## src/rtl/pipeline_sequencer_pkg.sv

```systemverilog
// Shared types and constants for the pipeline stall/flush/freeze sequencer.
package pipeline_sequencer_pkg;

   localparam int REG_W = 5;

   typedef enum logic [1:0] {
      IDLE     = 2'd0,
      RUN      = 2'd1,
      MEM_WAIT = 2'd2,
      ERROR    = 2'd3
   } state_e;

endpackage

```

## src/rtl/pipeline_sequencer_if.sv

```systemverilog
// Data-memory valid/ack handshake between the sequencer and the memory side.
interface pipeline_sequencer_if;

   logic dmem_req_i;
   logic dmem_ack_i;
   logic dmem_valid_o;

   modport master (
      input  dmem_req_i,
      input  dmem_ack_i,
      output dmem_valid_o
   );

   modport slave (
      output dmem_req_i,
      output dmem_ack_i,
      input  dmem_valid_o
   );

endinterface

```

## src/rtl/pipeline_sequencer_hazard_detect.sv

```systemverilog
// Load-use hazard compare: the load in EX writes a register read by the instruction in ID.
module hazard_detect
   import pipeline_sequencer_pkg::*;
(
   input  logic             memread,
   input  logic [REG_W-1:0] rd,
   input  logic [REG_W-1:0] rs1,
   input  logic [REG_W-1:0] rs2,
   output logic             hit
);

   // x0 is never a real dependency, so a load to x0 never stalls
   assign hit = memread && (rd != {REG_W{1'b0}}) && ((rd == rs1) || (rd == rs2));

endmodule

```

## src/rtl/pipeline_sequencer.sv

```systemverilog
// Pipeline sequencer: FSM, memory wait/timeout counter, stall counter and
// combinational control outputs for PC, IF/ID, decoder bubble and global freeze.
module pipeline_sequencer
   import pipeline_sequencer_pkg::*;
#(
   parameter int MEM_TIMEOUT = 64,
   parameter int CNT_W       = 32
) (
   input  logic             clk_i,
   input  logic             rst_i,
   input  logic             start_i,
   input  logic             IDEX_MemRead_i,
   input  logic [REG_W-1:0] IDEX_Rd_i,
   input  logic [REG_W-1:0] IFID_Rs1_i,
   input  logic [REG_W-1:0] IFID_Rs2_i,
   input  logic             Branch_taken_i,
   pipeline_sequencer_if.master mem,
   output logic             PCWrite_o,
   output logic             IFIDWrite_o,
   output logic             NoOp_o,
   output logic             Flush_o,
   output logic             freeze_o,
   output logic             err_o,
   output logic [CNT_W-1:0] stall_cnt_o
);

   localparam int WAIT_W = $clog2(MEM_TIMEOUT + 1);

   state_e            state_r;
   logic [WAIT_W-1:0] wait_cnt_r;
   logic [CNT_W-1:0]  stall_cnt_r;
   logic              hit_s;

   hazard_detect u_hazard (
      .memread (IDEX_MemRead_i),
      .rd      (IDEX_Rd_i),
      .rs1     (IFID_Rs1_i),
      .rs2     (IFID_Rs2_i),
      .hit     (hit_s)
   );

   // Control outputs from current state and inputs; load-use beats a taken branch
   always_comb begin
      PCWrite_o        = 1'b0;
      IFIDWrite_o      = 1'b0;
      NoOp_o           = 1'b0;
      Flush_o          = 1'b0;
      freeze_o         = 1'b0;
      mem.dmem_valid_o = 1'b0;
      case (state_r)
         IDLE: begin
            NoOp_o   = 1'b1;
            freeze_o = 1'b1;
         end
         RUN, MEM_WAIT: begin
            mem.dmem_valid_o = (state_r == MEM_WAIT) ? 1'b1 : mem.dmem_req_i;
            if (mem.dmem_valid_o && !mem.dmem_ack_i) begin
               freeze_o = 1'b1;
            end else if (hit_s) begin
               NoOp_o = 1'b1;
            end else if (Branch_taken_i) begin
               Flush_o     = 1'b1;
               PCWrite_o   = 1'b1;
               IFIDWrite_o = 1'b1;
            end else begin
               PCWrite_o   = 1'b1;
               IFIDWrite_o = 1'b1;
            end
         end
         ERROR: begin
            NoOp_o   = 1'b1;
            freeze_o = 1'b1;
         end
         default: begin
            NoOp_o   = 1'b1;
            freeze_o = 1'b1;
         end
      endcase
   end

   // FSM, memory wait counter and saturating stall counter
   always_ff @(posedge clk_i) begin
      if (!rst_i) begin
         state_r     <= IDLE;
         wait_cnt_r  <= {WAIT_W{1'b0}};
         stall_cnt_r <= {CNT_W{1'b0}};
      end else begin
         if (((state_r == RUN) || (state_r == MEM_WAIT)) && !PCWrite_o &&
             (stall_cnt_r != {CNT_W{1'b1}})) begin
            stall_cnt_r <= stall_cnt_r + {{(CNT_W-1){1'b0}}, 1'b1};
         end
         case (state_r)
            IDLE: begin
               if (start_i) begin
                  state_r <= RUN;
               end
            end
            RUN: begin
               wait_cnt_r <= {WAIT_W{1'b0}};
               if (mem.dmem_req_i && !mem.dmem_ack_i) begin
                  state_r <= MEM_WAIT;
               end
            end
            MEM_WAIT: begin
               if (mem.dmem_ack_i) begin
                  state_r    <= RUN;
                  wait_cnt_r <= {WAIT_W{1'b0}};
               end else if (wait_cnt_r == WAIT_W'(MEM_TIMEOUT - 1)) begin
                  state_r <= ERROR;
               end else begin
                  wait_cnt_r <= wait_cnt_r + {{(WAIT_W-1){1'b0}}, 1'b1};
               end
            end
            ERROR: begin
               state_r <= ERROR;
            end
            default: begin
               state_r <= IDLE;
            end
         endcase
      end
   end

   assign err_o       = (state_r == ERROR);
   assign stall_cnt_o = stall_cnt_r;

endmodule

```

## src/flat_wrapper.sv

```systemverilog
// flat-port wrapper written by rule: the top's interface ports become plain ports
module pipeline_sequencer_flat import pipeline_sequencer_pkg::*;
#(
   parameter int MEM_TIMEOUT = 64,
   parameter int CNT_W       = 32
)
  (clk_i, rst_i, start_i, IDEX_MemRead_i, IDEX_Rd_i, IFID_Rs1_i, IFID_Rs2_i, Branch_taken_i, PCWrite_o, IFIDWrite_o, NoOp_o, Flush_o, freeze_o, err_o, stall_cnt_o, mem_dmem_req_i, mem_dmem_ack_i, mem_dmem_valid_o);
  pipeline_sequencer_if mem_i ();
  input  logic clk_i;
  input  logic rst_i;
  input  logic start_i;
  input  logic IDEX_MemRead_i;
  input  logic [REG_W-1:0] IDEX_Rd_i;
  input  logic [REG_W-1:0] IFID_Rs1_i;
  input  logic [REG_W-1:0] IFID_Rs2_i;
  input  logic Branch_taken_i;
  output logic PCWrite_o;
  output logic IFIDWrite_o;
  output logic NoOp_o;
  output logic Flush_o;
  output logic freeze_o;
  output logic err_o;
  output logic [CNT_W-1:0] stall_cnt_o;
  input wire logic [$bits(mem_i.dmem_req_i)-1:0] mem_dmem_req_i;
  input wire logic [$bits(mem_i.dmem_ack_i)-1:0] mem_dmem_ack_i;
  output wire logic [$bits(mem_i.dmem_valid_o)-1:0] mem_dmem_valid_o;
  assign mem_i.dmem_req_i = mem_dmem_req_i;
  assign mem_i.dmem_ack_i = mem_dmem_ack_i;
  assign mem_dmem_valid_o = mem_i.dmem_valid_o;
  pipeline_sequencer #(.MEM_TIMEOUT(MEM_TIMEOUT), .CNT_W(CNT_W)) u_core (.clk_i(clk_i), .rst_i(rst_i), .start_i(start_i), .IDEX_MemRead_i(IDEX_MemRead_i), .IDEX_Rd_i(IDEX_Rd_i), .IFID_Rs1_i(IFID_Rs1_i), .IFID_Rs2_i(IFID_Rs2_i), .Branch_taken_i(Branch_taken_i), .mem(mem_i), .PCWrite_o(PCWrite_o), .IFIDWrite_o(IFIDWrite_o), .NoOp_o(NoOp_o), .Flush_o(Flush_o), .freeze_o(freeze_o), .err_o(err_o), .stall_cnt_o(stall_cnt_o));
endmodule
```

## config.mk

```make
export PLATFORM = sky130hd
export DESIGN_NAME = pipeline_sequencer_flat
export DESIGN_NICKNAME = d
export VERILOG_FILES = /design/src/rtl/pipeline_sequencer_pkg.sv /design/src/rtl/pipeline_sequencer_if.sv /design/src/rtl/pipeline_sequencer_hazard_detect.sv /design/src/rtl/pipeline_sequencer.sv /design/src/flat_wrapper.sv
export SDC_FILE = /design/constraint.sdc
export NUM_CORES = 1
export LEC_CHECK = 0
export CORE_UTILIZATION = 50
export CTS_CLUSTER_SIZE = 10
export DETAILED_ROUTE_END_ITERATION = 16
export GPL_ROUTABILITY_DRIVEN = 0
export MAX_ROUTING_LAYER = met4
export PLACE_DENSITY = 0.89
export SYNTH_ARGS = -nofsm -noshare
export SYNTH_HDL_FRONTEND = slang
export SYNTH_SLANG_ARGS = --single-unit
```

## constraint.sdc

```tcl
create_clock -name clk_i -period 3.7 [get_ports clk_i]
set_input_delay 1.11 -clock clk_i [delete_from_list [all_inputs] [get_ports clk_i]]
set_output_delay 1.11 -clock clk_i [all_outputs]
set_load 0.03 [all_outputs]
```

==> results of run 1 <==
[layout make-up]
type / count / area [um^2] / area share
Timing Repair Buffer: 72 / 685.7 / 0.2071
Sequential cell: 41 / 820.8 / 0.2479
Tap cell: 67 / 83.83 / 0.02532
Multi-Input combinational cell: 231 / 1574 / 0.4754
Clock buffer: 7 / 96.34 / 0.02910
Inverter: 12 / 45.04 / 0.01361
Clock inverter: 1 / 5.005 / 0.001512
[routing by layer]
metal,wire length (um),part of all wire
met4,63,0.0098
met1,2959,0.46
met3,221,0.034
met2,3170,0.49
met5,0,0
[repair_timing]
action / in CTS / in global routing
setup buffers: 1 / 0
setup endpoints to repair: 4 / 2
gates resized for setup: 9 / 7
pin swaps: 3 / 5
[sequential cells by signal, summed over array words and instances (netlist names)]
name,cells
u_core.state_r,2
u_core.wait_cnt_r,7
u_core.stall_cnt_o,32
[logic make-up after synthesis]
logic type      count (synthesis)
fa+ha+maj                       7
flops                          41
compound gates                 64
xor+xnor                       14
buf+inv                        26
mux                             9
simple gates                  137
[report_power, final]
group | switching, mW | internal, mW
clock | 0.163 | 0.169
sequential | 0.0146 | 0.451
combinational | 0.210 | 0.142
total | 0.387 | 0.762
[cell usage in the layout (no fill, tap or decap), types with 2 or more instances in the layout]
cell type	instances
nor3b_1	2
a21oi_1	16
o21ai_0	4
dfxtp_1	41
o41ai_1	4
nor2b_1	3
o211ai_1	8
a21oi_4	2
clkbuf_8	7
or2_2	2
nand2_2	2
inv_2	2
xnor2_1	11
xor2_1	3
nand2_1	27
buf_6	2
nand2b_1	17
nand3_1	18
ha_1	7
inv_1	10
nor4_1	6
o31ai_1	15
or4_1	13
and3_1	6
clkdlybuf4s50_1	50
nand4_1	10
o311ai_0	4
mux2i_1	9
nor2_1	20
buf_4	15
dlygate4sd2_1	2
clkdlybuf4s15_1	2
[worst paths after layout]
path / from / end / slack (ps)
worst max-delay path: IDEX_Rd_i[0] / Flush_o / 20
worst max register to register: u_core.state_r[0] / u_core.stall_cnt_o[15] / 1080
worst min register to register: u_core.stall_cnt_o[12] / u_core.stall_cnt_o[12] / 490
worst min-delay path: u_core.stall_cnt_o[12] / u_core.stall_cnt_o[12] / 490
[tightest hold or removal path, delay by kind of cell (launching register included)]
kind             cells  cell delay, ps
flip-flops           1             330
AND/OR/NAND/NOR      1              60
multiplexers         1              60
==> impl_metrics.json, run 1 <==
{
  "status": "complete, no violations",
  "grtUsageMet3": 0.06111,
  "critPathBufInv": 3,
  "synth_edf_count": 0,
  "max_slew_margin": 0.5287,
  "cp-start-kind": "input port",
  "async_flop_share": 0,
  "post-route-util": 0.6963,
  "syn-cell-area_um2": 2485,
  "numCtsBuffers": 5,
  "htree_levels": 2,
  "post-place-ws_ps": -177.4,
  "die_x_um": 72.50,
  "worst-path-stages": 7,
  "fin_ws_ps": 17.42,
  "skew_ps": 5.455,
  "syn-num-nets": 327,
  "synthSimpleGateAreaFrac": 0.3102,
  "finalHoldViolations": 0,
  "holdCritPathClass": "flop to flop",
  "synth.distinct_cells": 50,
  "ys_ff_latch": 41,
  "grt_max_degree": 38,
  "track_usage": 0.2524,
  "critPathKind": "input port to output port",
  "worst_ep_arrival_time_ps": 2570,
  "vias": 2524,
  "yosysMostFrequentCell": "dfxtp_1",
  "core_area_um2": 4755,
  "clk_pin_slew_worst_paths_ps": 80,
  "drt_pass1_iterations": 5,
  "final_min_period_over_clock_period": 0.9953,
  "reg2regPathDepth": 7,
  "die-area_um2": 5256,
  "fill_cells": 369,
  "synth_top_cells_by_count": "41 x dfxtp_1, 28 x nand2_1, 20 x nor2_1",
  "p_per_area_nw_per_um2": 347.3,
  "stdcell_area_um2": 3311,
  "clk_path_buf_depth": 2,
  "ir_drop_mv": 0.2992,
  "path_cells": "clkdlybuf4s15_1 > or4_4 > o21ai_4 > inv_2 > a21oi_4 > and2_4 > buf_6",
  "chipHeight_um": 72.50,
  "setup_tns_ps": 0,
  "critPathTopFamily": "simple AND/OR/NAND/NOR gates",
  "fin_nets": 392,
  "routed_via_density": 5.856,
  "busiest_layer": "met2",
  "drive_gt1_frac": 0.1209,
  "whs_ps": 494.6,
  "wl_per_cell_um": 14.88,
  "cts_tree": "built",
  "grt_pass1_vias": 2254,
  "grt-ovfl-total": 0,
  "muxShareOfSynthArea": 0.03625,
  "drc": 0,
  "yosysTopAreaCell": "dfxtp_1",
  "path_max_fanout": 3,
  "p_total_mw": 1.150,
  "holdBufCountCts": 0,
  "grt_pass1_wl_um": 10090,
  "placed_cells": 422,
  "critical_path.endpoint_type": "output port",
  "synth_xor_area_frac": 0.04935,
  "synth_top_area_frac": 0.3303,
  "use_met1": 0.3038,
  "insertion_delay_ps": 300,
  "antenna_found_initial": 0,
  "diodes": 0,
  "final_cells": 431,
  "cts.sinks": 41,
  "routed_wl_um": 6414,
  "dp_hpwl_um": 4451,
  "cp_data_required_time_ps": 2590,
  "fmax_ghz": 0.2715,
  "worst_pin_slew_ps": 706.9,
  "setup_viol": 0,
  "yosys_warnings": 0,
  "area_growth_pct": 33.23,
  "root_buffer": "clkbuf_8",
  "synth-seq-area-share": 0.3303,
  "use_met2": 0.4039,
  "synth_ff_type": "dfxtp_1",
  "timing.max_cap.violations": 0,
  "max_stage_delay_ps": 560,
  "syn_area_per_cell_um2": 8.339,
  "cpMaxStageDelayCell": "or4_4",
  "synth_top_family_by_area": "simple AND/OR/NAND/NOR gates",
  "syn-instance-count": 298,
  "start_util": 0.5226,
  "place_area_um2": 3164,
  "leakagePower_nw": 1.139,
  "row_count": 25,
  "antenna_left": 0,
  "hold_path_depth": 2,
  "synth_compound_area_frac": 0.1883,
  "yosys.area_share.adder": 0.03525,
  "drt-initial-drc-count": 288,
  "ioPinCount": 61,
  "synthTopCellsByArea": "dfxtp_1 33%, o31ai_1 4.5%, nand2b_1 4.3%",
  "min_period_ps": 3683,
  "numPortBuffers": 60,
  "maxSlewViolCount": 0
}
(Power assumes the default switching activity.)
==> inputs of run 2 (changes only) <==
--- a/config.mk
+++ b/config.mk
@@ -5,7 +5,10 @@
 export SDC_FILE = /design/constraint.sdc
 export NUM_CORES = 1
 export LEC_CHECK = 0
-export CORE_UTILIZATION = 50
+export ABC_AREA = 0
+export CELL_PAD_IN_SITES_DETAIL_PLACEMENT = 0
+export CELL_PAD_IN_SITES_GLOBAL_PLACEMENT = 2
+export CORE_UTILIZATION = 29
 export CTS_CLUSTER_SIZE = 10
 export DETAILED_ROUTE_END_ITERATION = 16
 export GPL_ROUTABILITY_DRIVEN = 0
==> impl_metrics.json, run 2 (synthesis gave the netlist of run 1 again) <==
{
  "status": "complete, no violations",
  "core_area_um2": 8258,
  "pwr-share-seq": 0.371,
  "die-area_um2": 8943,
  "chipHeight_um": 94.57,
  "switching_share": 0.3042,
  "root_buffer": "clkbuf_8",
  "skew_ps": 17.17,
  "stdcell_area_um2": 3407,
  "p_sw_mw": 0.3802,
  "final_common_cell": "clkdlybuf4s50_1",
  "area_growth_pct": 37.11,
  "path_cells": "dlygate4sd2_1 > or4_4 > o21ai_2 > inv_2 > a21oi_2 > and2_4 > buf_6",
  "fin_ws_ps": 34.43,
  "most-common-layout-cells": "49 x clkdlybuf4s50_1, 41 x dfxtp_1, 28 x nand2_1",
  "clk_pin_slew_worst_paths_ps": 100,
  "start_util": 0.3009,
  "wl_met2_um": 3024,
  "worst_ep_arrival_time_ps": 2560,
  "wl_per_cell_um": 13.46,
  "cp_data_required_time_ps": 2590,
  "place_area_um2": 3234,
  "numPortBuffers": 60,
  "drt_pass1_iterations": 4,
  "ioPinCount": 61,
  "path_max_fanout": 3,
  "grt-ovfl-total": 0,
  "drt-initial-drc-count": 144,
  "rsz0062_at_grt": "true",
  "fill_cells": 842,
  "ir_drop_mv": 0.1537,
  "p_per_area_nw_per_um2": 366.8,
  "leakagePower_nw": 1.181,
  "numCtsBuffers": 5,
  "antenna_found_initial": 0,
  "cts.sinks": 41,
  "clockPowerShare": 0.350,
  "critical_path.endpoint_type": "output port",
  "worst_pin_slew_ps": 570.4,
  "maxSlewViolCount": 0,
  "dr_wl_met3_um": 239,
  "timing.max_cap.violations": 0,
  "cts_tree": "built",
  "track_usage": 0.1465,
  "diodes": 0,
  "grt_max_degree": 38,
  "fin_nets": 398,
  "largest_reg_flops": 32,
  "setup_tns_ps": 0,
  "critPathBufInv": 3,
  "combPwrFrac": 0.278,
  "antenna_left": 0,
  "fmax_ghz": 0.2728,
  "grt_pass1_vias": 2147,
  "vias": 2455,
  "die_x_um": 94.57,
  "htree_levels": 2,
  "p_int_mw": 0.8696,
  "insertion_delay_ps": 300,
  "post-place-ws_ps": -135.2,
  "final_min_period_over_clock_period": 0.9907,
  "finalHoldViolations": 0,
  "max_stage_delay_ps": 530,
  "wl_met1_um": 3030,
  "grt_pass1_wl_um": 10290,
  "min_period_ps": 3666,
  "cp-start-kind": "input port",
  "clk_path_buf_depth": 2,
  "critPathTopFamily": "simple AND/OR/NAND/NOR gates",
  "routed_wl_um": 6395,
  "setup_viol": 0,
  "row_count": 33,
  "drive_gt1_frac": 0.1324,
  "p_total_mw": 1.250,
  "drc": 0,
  "max_slew_margin": 0.6157,
  "top_layer": "met4",
  "cpMaxStageDelayCell": "or4_4",
  "critPathKind": "input port to output port",
  "holdBufCountCts": 0,
  "dp_hpwl_um": 4593,
  "routed_via_density": 5.168,
  "holdCritPathClass": "flop to flop"
}
-- run 2: changes by cell type in the layout (fill, tap and decap cells not counted), moves of 2 or more --
cell             delta
buf_4               +7
clkdlybuf4s15_1     -2
dlygate4sd2_1       +3
clkbuf_8            -2
bufinv_16           +2
-- run 2: routing by layer --
metal / track usage / up-vias
met3: 0.02576 / 10
met2: 0.2379 / 49
met4: 0.04040 / 0
li1: - / 1247
met1: 0.1867 / 1149
met5: - / -
-- run 2: stage by stage --
| stage | utilization | hold slack (ps) | instances |
|---|---|---|---|
| final | 0.4126 | 495.4 | 475 |
| after global routing | 0.4126 | 518.1 | 475 |
| after CTS | 0.4105 | 499.1 | 473 |
| after detailed placement | 0.3917 | 484.8 | 463 |
| after global placement | 0.3917 | 477.0 | 463 |
| after floorplan | - | 466.9 | 298 |
-- run 2: worst paths after layout --
| kind | depth (start not counted) | slack (ps) | start | end |
|---|---|---|---|---|
| min | 2 | 500 | u_core.stall_cnt_o[12] | u_core.stall_cnt_o[12] |
| max reg2reg | 8 | 1240 | u_core.state_r[0] | u_core.stall_cnt_o[17] |
| min reg2reg | 2 | 500 | u_core.stall_cnt_o[12] | u_core.stall_cnt_o[12] |
| max | 7 | 30 | IDEX_Rd_i[2] | Flush_o |
-- run 2: worst register-to-register path, stage by stage, from the launching register on --
cell and delay [ps]:
dfxtp_1 430, inv_1 90, ha_1 420, nand2_1 100, nor2_1 430, a32oi_2 180
buf_4 220, or4_1 470, nand2_1 70
-- run 2: final cells by class --
| cell class | instances | area (um^2) | area share |
|---|---|---|---|
| multi-input combinational | 231 | 1549 | 0.4546 |
| clock buffer | 5 | 68.82 | 0.02020 |
| inverter | 12 | 45.04 | 0.01322 |
| clock inverter | 3 | 68.82 | 0.02020 |
| tap | 105 | 131.4 | 0.03856 |
| timing repair buffer | 78 | 723.2 | 0.2123 |
| sequential | 41 | 820.8 | 0.2409 |
-- run 2: power by group through the flow --
stage / Sequential (mW) / Clock [mW] / Combinational, mW
2_1_floorplan: 0.478 / 0 / 0.215
3_3_place_gp: 0.474 / 0 / 0.342
3_5_place_dp: 0.475 / 0 / 0.344
4_1_cts: 0.464 / 0.450 / 0.349
5_1_grt: 0.467 / 0.470 / 0.382
6_report: 0.464 / 0.438 / 0.348
-- run 2: timing repair --
action / 4_1_cts / 5_1_grt
gates resized for setup: 8 / 2
pin swaps: 4 / 3
setup buffers: 2 / 2
endpoints found under the setup margin: 4 / 4
hold endpoints to repair: 0 / 0
